[src/rtl/alu_step_sequencer_if.sv]
// Control/datapath bundle between the hardwired step sequencer (master) and the bus datapath (slave).
interface alu_step_sequencer_if #(
    parameter int IR_W      = 32,
    parameter int OPC_W     = 5,
    parameter int REG_SEL_W = 4,
    parameter int CNT_W     = 16
);
    localparam int NUM_REGS = 2 ** REG_SEL_W;

    logic                Run;
    logic [IR_W-1:0]     IR;
    logic                MemReady;

    logic                PCout;
    logic                MARin;
    logic                Zin;
    logic                ZLOout;
    logic                PCin;
    logic                IncrementPC;
    logic                Read;
    logic                MDRin;
    logic                MDRout;
    logic                IRin;
    logic                Yin;
    logic [NUM_REGS-1:0] Rin;
    logic [NUM_REGS-1:0] Rout;
    logic [OPC_W-1:0]    ALUControl;
    logic                Done;
    logic                Illegal;
    logic                BusError;
    logic [CNT_W-1:0]    InstrCount;

    modport master (
        input  Run, IR, MemReady,
        output PCout, MARin, Zin, ZLOout, PCin, IncrementPC, Read, MDRin, MDRout, IRin, Yin,
        output Rin, Rout, ALUControl, Done, Illegal, BusError, InstrCount
    );

    modport slave (
        output Run, IR, MemReady,
        input  PCout, MARin, Zin, ZLOout, PCin, IncrementPC, Read, MDRin, MDRout, IRin, Yin,
        input  Rin, Rout, ALUControl, Done, Illegal, BusError, InstrCount
    );
endinterface

[src/rtl/alu_step_sequencer.sv]
// Hardwired control-step sequencer: fetch (T0-T2) with memory-ready wait and timeout, then
// three-register ALU execute (T3-T5) with one-hot register selects decoded from IR.
module alu_step_sequencer #(
    parameter int IR_W        = 32,
    parameter int OPC_W       = 5,
    parameter int REG_SEL_W   = 4,
    parameter int ALU_OPS     = 16,
    parameter int MEM_TIMEOUT = 8,
    parameter int CNT_W       = 16
) (
    input  logic                 Clock,
    input  logic                 Reset,
    alu_step_sequencer_if.master bus
);
    localparam int NUM_REGS = 2 ** REG_SEL_W;
    localparam int WC_W     = $clog2(MEM_TIMEOUT + 1);

    localparam logic [WC_W-1:0]     WC_ZERO_C    = {WC_W{1'b0}};
    localparam logic [WC_W-1:0]     WC_ONE_C     = WC_W'(1);
    localparam logic [WC_W-1:0]     WC_TIMEOUT_C = WC_W'(MEM_TIMEOUT);
    localparam logic [OPC_W:0]      ALU_OPS_C    = (OPC_W + 1)'(ALU_OPS);
    localparam logic [NUM_REGS-1:0] SEL_ZERO_C   = {NUM_REGS{1'b0}};
    localparam logic [NUM_REGS-1:0] SEL_ONE_C    = NUM_REGS'(1);
    localparam logic [OPC_W-1:0]    OPC_ZERO_C   = {OPC_W{1'b0}};
    localparam logic [CNT_W-1:0]    CNT_ZERO_C   = {CNT_W{1'b0}};
    localparam logic [CNT_W-1:0]    CNT_ONE_C    = CNT_W'(1);

    localparam logic [2:0] S_IDLE = 3'd0;
    localparam logic [2:0] S_T0   = 3'd1;
    localparam logic [2:0] S_T1   = 3'd2;
    localparam logic [2:0] S_T2   = 3'd3;
    localparam logic [2:0] S_T3   = 3'd4;
    localparam logic [2:0] S_T4   = 3'd5;
    localparam logic [2:0] S_T5   = 3'd6;

    logic [2:0]           state_q,       state_d;
    logic [WC_W-1:0]      wait_cnt_q,    wait_cnt_d;
    logic                 bus_error_q,   bus_error_d;
    logic [CNT_W-1:0]     instr_count_q, instr_count_d;

    logic [OPC_W-1:0]     opcode_s;
    logic [REG_SEL_W-1:0] ra_s;
    logic [REG_SEL_W-1:0] rb_s;
    logic [REG_SEL_W-1:0] rc_s;
    logic                 legal_s;
    logic [WC_W-1:0]      wait_cnt_inc_s;

    // Fields are packed MSB-first: opcode, Ra, Rb, Rc
    assign opcode_s       = bus.IR[IR_W-1 -: OPC_W];
    assign ra_s           = bus.IR[IR_W-OPC_W-1 -: REG_SEL_W];
    assign rb_s           = bus.IR[IR_W-OPC_W-REG_SEL_W-1 -: REG_SEL_W];
    assign rc_s           = bus.IR[IR_W-OPC_W-2*REG_SEL_W-1 -: REG_SEL_W];
    assign legal_s        = ({1'b0, opcode_s} < ALU_OPS_C);
    assign wait_cnt_inc_s = wait_cnt_q + WC_ONE_C;

    assign bus.BusError   = bus_error_q;
    assign bus.InstrCount = instr_count_q;

    // Next-state, wait-counter, bus-error and retire-count computation
    always_comb begin
        state_d       = state_q;
        wait_cnt_d    = wait_cnt_q;
        bus_error_d   = bus_error_q;
        instr_count_d = instr_count_q;
        case (state_q)
            S_IDLE: begin
                if (bus.Run && !bus_error_q) begin
                    state_d = S_T0;
                end else begin
                    state_d = S_IDLE;
                end
            end
            S_T0: begin
                state_d    = S_T1;
                wait_cnt_d = WC_ZERO_C;
            end
            S_T1: begin
                if (bus.MemReady) begin
                    state_d = S_T2;
                end else if (wait_cnt_inc_s == WC_TIMEOUT_C) begin
                    wait_cnt_d  = wait_cnt_inc_s;
                    bus_error_d = 1'b1;
                    state_d     = S_IDLE;
                end else begin
                    wait_cnt_d = wait_cnt_inc_s;
                    state_d    = S_T1;
                end
            end
            S_T2: begin
                state_d = S_T3;
            end
            S_T3: begin
                // An illegal opcode ends the instruction here, without retiring it
                if (legal_s) begin
                    state_d = S_T4;
                end else if (bus.Run) begin
                    state_d = S_T0;
                end else begin
                    state_d = S_IDLE;
                end
            end
            S_T4: begin
                state_d = S_T5;
            end
            S_T5: begin
                instr_count_d = instr_count_q + CNT_ONE_C;
                if (bus.Run) begin
                    state_d = S_T0;
                end else begin
                    state_d = S_IDLE;
                end
            end
            default: begin
                state_d = S_IDLE;
            end
        endcase
    end

    // Moore strobe decode; execute-step selects follow the live IR fields
    always_comb begin
        bus.PCout       = 1'b0;
        bus.MARin       = 1'b0;
        bus.Zin         = 1'b0;
        bus.ZLOout      = 1'b0;
        bus.PCin        = 1'b0;
        bus.IncrementPC = 1'b0;
        bus.Read        = 1'b0;
        bus.MDRin       = 1'b0;
        bus.MDRout      = 1'b0;
        bus.IRin        = 1'b0;
        bus.Yin         = 1'b0;
        bus.Rin         = SEL_ZERO_C;
        bus.Rout        = SEL_ZERO_C;
        bus.ALUControl  = OPC_ZERO_C;
        bus.Done        = 1'b0;
        bus.Illegal     = 1'b0;
        case (state_q)
            S_IDLE: begin
                bus.Done = 1'b0;
            end
            S_T0: begin
                bus.PCout = 1'b1;
                bus.MARin = 1'b1;
                bus.Zin   = 1'b1;
            end
            S_T1: begin
                bus.ZLOout      = 1'b1;
                bus.PCin        = 1'b1;
                bus.IncrementPC = 1'b1;
                bus.Read        = 1'b1;
                bus.MDRin       = 1'b1;
            end
            S_T2: begin
                bus.MDRout = 1'b1;
                bus.IRin   = 1'b1;
            end
            S_T3: begin
                if (legal_s) begin
                    bus.Rout = SEL_ONE_C << rb_s;
                    bus.Yin  = 1'b1;
                end else begin
                    bus.Illegal = 1'b1;
                end
            end
            S_T4: begin
                bus.Rout       = SEL_ONE_C << rc_s;
                bus.Zin        = 1'b1;
                bus.ALUControl = opcode_s;
            end
            S_T5: begin
                bus.ZLOout = 1'b1;
                bus.Rin    = SEL_ONE_C << ra_s;
                bus.Done   = 1'b1;
            end
            default: begin
                bus.Done = 1'b0;
            end
        endcase
    end

    // Sequencer state registers; Reset overrides everything, including a sticky bus error
    always_ff @(posedge Clock) begin
        if (Reset) begin
            state_q       <= S_IDLE;
            wait_cnt_q    <= WC_ZERO_C;
            bus_error_q   <= 1'b0;
            instr_count_q <= CNT_ZERO_C;
        end else begin
            state_q       <= state_d;
            wait_cnt_q    <= wait_cnt_d;
            bus_error_q   <= bus_error_d;
            instr_count_q <= instr_count_d;
        end
    end
endmodule

[src/flat_wrapper.sv]
// flat-port wrapper written by rule: the top's interface ports become plain ports
module alu_step_sequencer_flat 
#(
    parameter int IR_W        = 32,
    parameter int OPC_W       = 5,
    parameter int REG_SEL_W   = 4,
    parameter int ALU_OPS     = 16,
    parameter int MEM_TIMEOUT = 8,
    parameter int CNT_W       = 16
)
  (Clock, Reset, bus_Run, bus_IR, bus_MemReady, bus_PCout, bus_MARin, bus_Zin, bus_ZLOout, bus_PCin, bus_IncrementPC, bus_Read, bus_MDRin, bus_MDRout, bus_IRin, bus_Yin, bus_Rin, bus_Rout, bus_ALUControl, bus_Done, bus_Illegal, bus_BusError, bus_InstrCount);
  alu_step_sequencer_if #(.IR_W(IR_W), .OPC_W(OPC_W), .REG_SEL_W(REG_SEL_W), .CNT_W(CNT_W)) bus_i ();
  input  logic Clock;
  input  logic Reset;
  input wire logic [$bits(bus_i.Run)-1:0] bus_Run;
  input wire logic [$bits(bus_i.IR)-1:0] bus_IR;
  input wire logic [$bits(bus_i.MemReady)-1:0] bus_MemReady;
  output wire logic [$bits(bus_i.PCout)-1:0] bus_PCout;
  output wire logic [$bits(bus_i.MARin)-1:0] bus_MARin;
  output wire logic [$bits(bus_i.Zin)-1:0] bus_Zin;
  output wire logic [$bits(bus_i.ZLOout)-1:0] bus_ZLOout;
  output wire logic [$bits(bus_i.PCin)-1:0] bus_PCin;
  output wire logic [$bits(bus_i.IncrementPC)-1:0] bus_IncrementPC;
  output wire logic [$bits(bus_i.Read)-1:0] bus_Read;
  output wire logic [$bits(bus_i.MDRin)-1:0] bus_MDRin;
  output wire logic [$bits(bus_i.MDRout)-1:0] bus_MDRout;
  output wire logic [$bits(bus_i.IRin)-1:0] bus_IRin;
  output wire logic [$bits(bus_i.Yin)-1:0] bus_Yin;
  output wire logic [$bits(bus_i.Rin)-1:0] bus_Rin;
  output wire logic [$bits(bus_i.Rout)-1:0] bus_Rout;
  output wire logic [$bits(bus_i.ALUControl)-1:0] bus_ALUControl;
  output wire logic [$bits(bus_i.Done)-1:0] bus_Done;
  output wire logic [$bits(bus_i.Illegal)-1:0] bus_Illegal;
  output wire logic [$bits(bus_i.BusError)-1:0] bus_BusError;
  output wire logic [$bits(bus_i.InstrCount)-1:0] bus_InstrCount;
  assign bus_i.Run = bus_Run;
  assign bus_i.IR = bus_IR;
  assign bus_i.MemReady = bus_MemReady;
  assign bus_PCout = bus_i.PCout;
  assign bus_MARin = bus_i.MARin;
  assign bus_Zin = bus_i.Zin;
  assign bus_ZLOout = bus_i.ZLOout;
  assign bus_PCin = bus_i.PCin;
  assign bus_IncrementPC = bus_i.IncrementPC;
  assign bus_Read = bus_i.Read;
  assign bus_MDRin = bus_i.MDRin;
  assign bus_MDRout = bus_i.MDRout;
  assign bus_IRin = bus_i.IRin;
  assign bus_Yin = bus_i.Yin;
  assign bus_Rin = bus_i.Rin;
  assign bus_Rout = bus_i.Rout;
  assign bus_ALUControl = bus_i.ALUControl;
  assign bus_Done = bus_i.Done;
  assign bus_Illegal = bus_i.Illegal;
  assign bus_BusError = bus_i.BusError;
  assign bus_InstrCount = bus_i.InstrCount;
  alu_step_sequencer #(.IR_W(IR_W), .OPC_W(OPC_W), .REG_SEL_W(REG_SEL_W), .ALU_OPS(ALU_OPS), .MEM_TIMEOUT(MEM_TIMEOUT), .CNT_W(CNT_W)) u_core (.Clock(Clock), .Reset(Reset), .bus(bus_i));
endmodule
[config.mk]
export PLATFORM = sky130hd
export DESIGN_NAME = alu_step_sequencer_flat
export DESIGN_NICKNAME = d
export VERILOG_FILES = /design/src/rtl/alu_step_sequencer_if.sv /design/src/rtl/alu_step_sequencer.sv /design/src/flat_wrapper.sv
export SDC_FILE = /design/constraint.sdc
export NUM_CORES = 1
export LEC_CHECK = 0
export CELL_PAD_IN_SITES_DETAIL_PLACEMENT = 1
export CELL_PAD_IN_SITES_GLOBAL_PLACEMENT = 2
export CORE_MARGIN = 2
export CORE_UTILIZATION = 20
export DETAILED_ROUTE_END_ITERATION = 6
export PLACE_DENSITY = 0.95
export SYNTH_ARGS = -nofsm -noshare
export SYNTH_HDL_FRONTEND = slang
export SYNTH_SLANG_ARGS = --single-unit
[constraint.sdc]
create_clock -name Clock -period 2.8 [get_ports Clock]
set_input_delay 0.42 -clock Clock [delete_from_list [all_inputs] [get_ports Clock]]
set_output_delay 0.42 -clock Clock [all_outputs]
set_load 0.01 [all_outputs]
**Word-level counts from Yosys, hierarchy flattened**

Index checks and enable logic that the tools add are counted.

- Bits in registers: 24
- Bits of input ports: 36
- Output and inout port bits: 67
- Logic and storage cells: 49

- $add $sub $neg: 2
- Magnitude comparators: 1
- Equality and inequality tests: 8
- Shifts and indexed selects: 3
- Muxes and demuxes: 22
- Bitwise gates (word level): 1
- Reductions and logical operators: 8

Operator list:

| cell | count |
|---|---|
| $shl A1 B4 Y16 const A | 3 |
| $mux W16 | 2 |
| $pmux W16 S2 | 1 |
| $pmux W3 S7 | 1 |
| $add A16 B1 Y16 const B | 1 |
| $mux W1 | 12 |
| $eq A3 B3 Y1 const B | 3 |
| $pmux W4 S2 | 1 |
| $eq A3 B2 Y1 const B | 2 |
| $mux W3 | 2 |
| $lt A5 B5 Y1 const B | 1 |
| $mux W5 | 1 |
| $add A4 B1 Y4 const B | 1 |
| $eq A4 B4 Y1 const B | 1 |
| $mux W4 | 1 |
| $reduce_or A2 Y1 | 2 |
| $eq A3 B1 Y1 const B | 1 |
| $logic_not A3 Y1 | 1 |
| $reduce_and A3 Y1 | 1 |
| $mux W2 | 1 |
| $ne A2 B2 Y1 const B | 1 |
| $reduce_and A2 Y1 | 1 |
| $reduce_bool A2 Y1 | 1 |
| $logic_and A1 B1 Y1 | 1 |
| 2 further kinds | 2 |

**Depth between registers and ports, before layout**

Gate-level depths: netlist of run 1.

- Word-level depth: 5
- Mapped depth: 6
- Depth with buffers taken out: 5

**Worst setup path after synthesis of run 1**

No wires, ideal clock.

- Path type: input port to output port
- Start point: in bus_IR[31]
- End point: out bus_Rout[0]
- Arrival: 1.546 ns
- Data required time: 2.380 ns
- Path slack: 0.834 ns
- Stages: 3
- Buffers on the path: 0
- Cell sequence: or4b_1 -> or3_1 -> o22ai_1

- Cells in the longest elaborated chain, start to end: 3

RTL lines:

| item | RTL line | source |
|---|---|---|
| from (decl) | flat_wrapper.sv:16 | `input wire logic [$bits(bus_i.IR)-1:0] bus_IR;` |
| $lt A5 B5 Y1 | alu_step_sequencer.sv:53 | `assign legal_s = ({1'b0, opcode_s} < ALU_OPS_C);` |
| $mux W16 | alu_step_sequencer.sv:158 | `if (legal_s) begin` |
| $pmux W16 S2 | alu_step_sequencer.sv:137 | `case (state_q)` |
| to (decl) | flat_wrapper.sv:30 | `output wire logic [$bits(bus_i.Rout)-1:0] bus_Rout;` |

Every way passes these cells.

**Worst setup path in the final report of run 1**

- Start point: in bus_IR[31]
- End point: out bus_Rout[5]

Same word-level chain as after synthesis.

==> results of run 1 <==
-- power groups by stage --
| stage | sequential, mW | combinational (mW) | clock [mW] |
|---|---|---|---|
| after floorplan | 0.358 | 0.0652 | 0 |
| after detailed placement | 0.356 | 0.144 | 0 |
| after global placement | 0.356 | 0.139 | 0 |
| after CTS | 0.349 | 0.144 | 0.323 |
| final | 0.349 | 0.144 | 0.314 |
| after global routing | 0.349 | 0.156 | 0.339 |
-- registers in the layout (all words and copies together) (netlist names) --
name                   count
u_core.bus.InstrCount     16
u_core.bus.BusError        1
u_core.state_q             3
u_core.wait_cnt_q          4
-- layout by cell type (no fill, tap or decap), types with 4 or more instances in the layout --
cell type        count
dfxtp_1             24
o21ai_0              8
xnor2_1              6
nor3_1               8
xor2_1               5
and3_1               6
nand2_1             19
nor2_1              36
nand3_1              7
nand2b_1            12
a21oi_1              9
dlygate4sd2_1       16
inv_1               10
buf_4                7
nor4_1               4
clkdlybuf4s50_1     71
o22ai_1             16
-- synth_stat cells, types with 2 or more instances --
cell       instances  share of area (%)
nor4_1             4                1.5
clkbuf_1           6                1.4
or2_2              2               0.76
o22ai_1           16                6.1
nor2b_1            3                1.1
a21oi_1            9                2.7
dfxtp_1           24                 29
nor3_1             8                2.4
nand4b_1           2                1.1
o21ai_0            8                2.4
or3_1              3                1.1
nand2_1           19                4.3
nand3b_1           3                1.4
buf_4              5                2.3
o31ai_1            3                1.4
nand3_1            7                2.1
or4_1              2               0.91
xor2_1             5                2.7
nand4_1            3                1.1
a21o_1             2               0.91
xnor2_1            6                3.2
inv_1             10                2.3
nor2_1            36                8.2
ha_1               3                2.3
and3_1             6                2.3
a2bb2oi_1          2                1.1
nand2b_1          12                4.6
-- layout make-up --
type                       instances  area share (%)
timing repair buffer              94            33.5
tap                              105            4.87
inverter                          11            1.53
multi-input combinational        178            39.6
clock buffer                       3            1.53
sequential                        24            17.8
clock inverter                     1            1.11
-- cells by family (layout without fill, tap and decap cells) --
logic type / count (synthesis) / count (layout) / share of synthesized area, %
flip-flops: 24 / 24 / 29.2
AND/OR/NAND/NOR: 118 / 118 / 38.8
XOR/XNOR: 11 / 11 / 5.85
adder cells (fa/ha/maj): 3 / 3 / 2.28
AO/OA/AOI/OAI: 46 / 46 / 17.4
buffers and inverters: 23 / 109 / 6.46
-- how the worst max path moves through the flow --
stage / startpoint / to / slack [ps] / cells after the start
finish: bus_IR[31] / bus_Rout[5] / 130 / 5
global route: bus_IR[31] / bus_Rout[5] / 30 / 5
CTS: bus_IR[31] / bus_Rout[5] / 130 / 5
detailed placement: bus_IR[31] / bus_Rout[5] / -240 / 5
global placement: bus_IR[31] / bus_Rout[5] / -180 / 5
floorplan: bus_IR[31] / bus_Rout[0] / 830 / 3
-- routing by layer --
| metal | vias up | GRT usage [%] |
|---|---|---|
| met5 | - | 0 |
| met4 | 0 | 2.05 |
| met3 | 2 | 2.87 |
| met2 | 56 | 22.2 |
| met1 | 952 | 15.5 |
| li1 | 969 | - |
-- what timing repair did --
| action | 4_1_cts | 5_1_grt |
|---|---|---|
| resized for setup | 18 | 0 |
| setup endpoints to repair | 16 | 0 |
| hold buffers | 0 | 0 |
-- critical path: stages --
cell	delay [ps]
clkdlybuf4s50_1	450
or4b_4	530
or3_4	380
o22ai_1	170
dlygate4sd2_1	300
==> flow_metrics.py, run 1 <==
metrics = {
    "routing": {
        "ant_nets": 0,
        "routedLengthMet1_um": 2660,
        "wl_um": 6010,
        "wl_per_cell_um": 14.4,
        "vias": 1979,
        "route.detailed.drc": 0,
        "top_layer_used": "met4",
        "vias_per_cell": 4.76,
        "met2_wirelength_um": 3010,
        "first_pass_iters": 4,
        "drt_iter0_drc": 50,
        "dr_wl_met3_um": 329,
    },
    "power": {
        "totalPowerFinal_uw": 806,
        "p_clk_share_pct": 38.9,
        "p_leak_nw": 1.04,
        "seqPwrFrac_pct": 43.2,
        "peakVddDrop_mv": 0.242,
        "comb_power_share_pct": 17.8,
        "power_density_nw_per_um2": 299,
        "swShare_pct": 24.7,
        "switchingPower_uw": 200,
        "cellInternalPower_uw": 607,
    },
    "final_layout": {
        "drive_gt1_share_pct": 6.43,
        "multi_input_area_um2": 1070,
        "design_area_um2": 2700,
        "fin_cells": 416,
        "fill_cells": 988,
        "syn2layout_area_growth_pct": 63.8,
        "final_util_pct": 33.3,
        "fin_nets": 351,
        "final-seq-area_um2": 480,
        "antenna_cells": 0,
    },
    "timing": {
        "setup_viol_count_final": 0,
        "fmax_ghz": 0.374,
        "post-route-period-util_pct": 95.4,
        "post-route-min-period_ps": 2670,
        "finalSetupTns_ps": 0,
        "maxSlewViolCount": 0,
        "hold_ws_ps": 493,
        "rsz0062_at_grt": "false",
        "setup_ws_ps": 129,
        "worst_slew_pin_slew_ps": 606,
        "slew_headroom_pct": 59.2,
        "hold_viol_final": 0,
        "finClkSkew_ps": 1.38,
    },
    "synth": {
        "ys.flop_type": "dfxtp_1",
        "ys_async_sr_fraction_pct": 0,
        "synth_edf_count": 0,
        "synth_warnings": 0,
        "syn_area_per_cell_um2": 7.32,
        "syn_area_um2": 1650,
        "synth.distinct_cells": 43,
        "syn_nets": 264,
        "ys_ff_latch": 24,
        "syn_inst": 225,
        "ys_seq_area_share_pct": 29.2,
    },
    "worst_setup_path": {
        "crit_fanout": 4,
        "cp-start-kind": "input port",
        "r2r_slack_ps": 820,
        "arrival_ps": 2250,
        "endpoint_kind": "output port",
        "critPathRequiredTime_ps": 2380,
        "timing.rr.start": "u_core.bus.InstrCount[0]",
        "timing.rr.end": "u_core.bus.InstrCount[14]",
        "reg2reg_depth": 5,
        "worst-setup-path-type": "input port to output port",
    },
    "floorplanning": {
        "core_region_area_um2": 8090,
        "die-area_um2": 8970,
        "die_x_um": 94.7,
        "start_util_pct": 20.3,
        "dieHeight_um": 94.7,
        "fp-row-count": 33,
        "io_pins": 103,
    },
    "global_routing": {
        "antenna_found_initial": 0,
        "grt-ovfl-total": 0,
        "grt_pass1_vias": 1941,
        "grt_max_degree": 16,
        "grt_first_pass_wirelength_um": 9280,
        "grt.total_usage_pct": 12.5,
    },
    "run_status": {
        "status": "complete, no violations",
    },
    "hold_path": {
        "hold_class": "flop to flop",
        "hold_path_end": "u_core.bus.InstrCount[15]",
        "worstHoldStart": "u_core.bus.InstrCount[15]",
        "holdPathStages": 2,
    },
    "placed_design": {
        "dp_cells": 412,
        "dpl_worst_slack_ps": -235,
        "hpwl_um": 4700,
        "place_congestion": 0.782,
        "port_buffers": 87,
        "placed_cell_area_um2": 2640,
    },
    "clocking": {
        "cts_buffers": 3,
        "insertion_delay_ps": 270,
        "cts_max_path_buffers": 2,
        "cts_setup_buffers": 0,
        "cts_root_buf": "clkbuf_8",
        "cts.clk_slew.worst_paths_ps": 90,
        "h-tree-depth": 1,
        "cts_tree": "yes",
        "clock_sinks": 24,
    },
    "job": {
        "maxCapViolations": 0,
    },
}
No activity file was read; power rests on OpenSTA's default activity.
==> run 2: changes to the inputs <==
--- a/config.mk
+++ b/config.mk
@@ -5,6 +5,7 @@
 export SDC_FILE = /design/constraint.sdc
 export NUM_CORES = 1
 export LEC_CHECK = 0
+export CAP_MARGIN = 10
 export CELL_PAD_IN_SITES_DETAIL_PLACEMENT = 1
 export CELL_PAD_IN_SITES_GLOBAL_PLACEMENT = 2
 export CORE_MARGIN = 2
==> results of run 2 <==
The final DEF is identical to that of run 1; final timing and power are the same.
==> run 3: changes to the inputs <==
--- a/config.mk
+++ b/config.mk
@@ -8,10 +8,10 @@
 export CAP_MARGIN = 10
 export CELL_PAD_IN_SITES_DETAIL_PLACEMENT = 1
 export CELL_PAD_IN_SITES_GLOBAL_PLACEMENT = 2
-export CORE_MARGIN = 2
 export CORE_UTILIZATION = 20
 export DETAILED_ROUTE_END_ITERATION = 6
 export PLACE_DENSITY = 0.95
+export SETUP_SLACK_MARGIN = 0.15
 export SYNTH_ARGS = -nofsm -noshare
 export SYNTH_HDL_FRONTEND = slang
 export SYNTH_SLANG_ARGS = --single-unit
==> flow_metrics.py, run 3 (synthesis results as in run 1) <==
metrics = {
    "floorplanning": {
        "die-area_um2": 8600,
        "fp-row-count": 32,
        "core_region_area_um2": 7850,
        "dieHeight_um": 92.7,
        "io_pins": 103,
        "die_x_um": 92.7,
        "start_util_pct": 21.0,
    },
    "timing": {
        "post-route-min-period_ps": 2590,
        "setup_ws_ps": 213,
        "post-route-period-util_pct": 92.4,
        "setup_viol_count_final": 0,
        "fmax_ghz": 0.387,
        "hold_viol_final": 0,
        "rsz0062_at_grt": "false",
        "worst_slew_pin_slew_ps": 610,
        "hold_ws_ps": 497,
        "finClkSkew_ps": 2.49,
        "slew_headroom_pct": 59.0,
        "maxSlewViolCount": 0,
    },
    "routing": {
        "route.detailed.drc": 0,
        "vias_per_cell": 4.78,
        "ant_nets": 0,
        "vias": 1969,
        "wl_per_cell_um": 13.7,
        "drt_iter0_drc": 40,
        "wl_um": 5630,
        "first_pass_iters": 4,
    },
    "worst_setup_path": {
        "crit_fanout": 4,
        "critPathRequiredTime_ps": 2380,
        "cp-start-kind": "input port",
        "cp_slowest_cell": "or4b_4",
        "worstPathCellList": "clkdlybuf4s50_1 > or4b_4 > or3_4 > o22ai_1 > dlygate4sd2_1",
        "endpoint_kind": "output port",
        "r2r_slack_ps": 810,
        "cpPeakStageDelay_ps": 520,
        "worst-setup-path-type": "input port to output port",
        "path_buf_inv": 2,
        "timing.rr.end": "u_core.bus.InstrCount[14]",
        "reg2reg_depth": 5,
        "timing.critical_path.max_delay_family": "simple AND/OR/NAND/NOR gates",
        "arrival_ps": 2170,
        "timing.rr.start": "u_core.bus.InstrCount[0]",
    },
    "hold_path": {
        "worstHoldStart": "u_core.bus.InstrCount[15]",
        "hold_class": "flop to flop",
        "holdPathStages": 2,
        "hold_path_end": "u_core.bus.InstrCount[15]",
    },
    "clocking": {
        "cts.clk_slew.worst_paths_ps": 80,
        "cts_max_path_buffers": 2,
        "h-tree-depth": 1,
        "cts_buffers": 3,
        "cts_setup_buffers": 0,
        "insertion_delay_ps": 260,
        "clock_sinks": 24,
        "cts_tree": "yes",
        "cts_root_buf": "clkbuf_8",
    },
    "final_layout": {
        "drive_gt1_share_pct": 7.10,
        "syn2layout_area_growth_pct": 62.1,
        "fin_nets": 350,
        "final_cell_mix": "clkdlybuf4s50_1 (71), nor2_1 (36), dfxtp_1 (24), nand2_1 (19), o22ai_1 (16)",
        "antenna_cells": 0,
        "final_common_cell": "clkdlybuf4s50_1",
        "largest_register_ffs": 16,
    },
    "placed_design": {
        "dpl_worst_slack_ps": -166,
        "port_buffers": 87,
        "place_congestion": 0.907,
        "hpwl_um": 4490,
    },
    "global_routing": {
        "grt_first_pass_wirelength_um": 9330,
        "grt_pass1_vias": 1971,
        "grt_max_degree": 16,
        "antenna_found_initial": 0,
        "grt.total_usage_pct": 12.9,
        "grt-ovfl-total": 0,
    },
    "power": {
        "peakVddDrop_mv": 0.190,
        "power_density_nw_per_um2": 272,
        "p_leak_nw": 1.01,
    },
    "job": {
        "maxCapViolations": 0,
    },
    "run_status": {
        "status": "complete, no violations",
    },
}
==> run 3: cell count changes in the layout (fill, tap and decap cells not counted) <==
cell             before  now
dlygate4sd2_1        16   12
or3_1                 2    1
clkbuf_2              0    2
or3_4                 1    2
bufinv_16             1    0
clkbuf_8              3    4
buf_4                 7    6
clkdlybuf4s15_1       0    2
==> run 3: layout make-up <==
type                            count  area (um^2)
Clock buffer                        4         55.1
Fill cell                         990         5180
Inverter                           11         41.3
Sequential cell                    24          480
Multi-Input combinational cell    178         1070
Timing Repair Buffer               93          891
Tap cell                          102          128
==> run 3: layer usage <==
metal  GRT usage (%)  vias to the layer above  routed length, um
li1                -                      976                  -
met1            15.7                      937               2530
met2            24.4                       54               2810
met3            1.40                        2                270
met4            2.05                        0                 14
met5               0                        -                  0
==> run 3: what timing repair did <==
action | CTS | global route
hold buffers | 0 | 0
resized for setup | 18 | 7
setup endpoints to repair | 16 | 5
pin swaps | 0 | 0
==> run 3: tightest hold or removal path: cells and delay by family (launching register included) <==
family	cells	cell delay [ps]
flops	1	320
compound gates	2	130
==> run 3: how the worst max path moves through the flow <==
stage / from / to / slack (ps) / cells past startpoint
2_1_floorplan: bus_IR[31] / bus_Rout[0] / 830 / 3
3_3_place_gp: bus_IR[31] / bus_Rout[5] / -130 / 5
3_5_place_dp: bus_IR[31] / bus_Rout[4] / -170 / 5
4_1_cts: u_core.state_q[0] / bus_Rin[0] / 190 / 5
5_1_grt: bus_IR[31] / bus_Rout[14] / 160 / 6
6_report: bus_IR[31] / bus_Rout[5] / 210 / 5
==> run 3: per-stage QoR <==
stage                     power, mW  instance area (um^2)  cells  util, %  setup TNS [ps]
final                         0.725                  2670    412     34.0               0
after floorplan               0.423                  1650    225        -               0
after global routing          0.756                  2670    412     34.0               0
after detailed placement      0.499                  2630    408     33.5            -910
after CTS                     0.735                  2670    412     34.0               0
after global placement        0.495                  2630    408     33.5            -531
==> run 3: power breakdown <==
group          internal, mW  switching [mW]  total [mW]  leakage (nW)
combinational        0.0703          0.0719       0.142         0.788
clock                 0.125           0.109       0.235        0.0288
sequential            0.345         0.00296       0.348         0.194
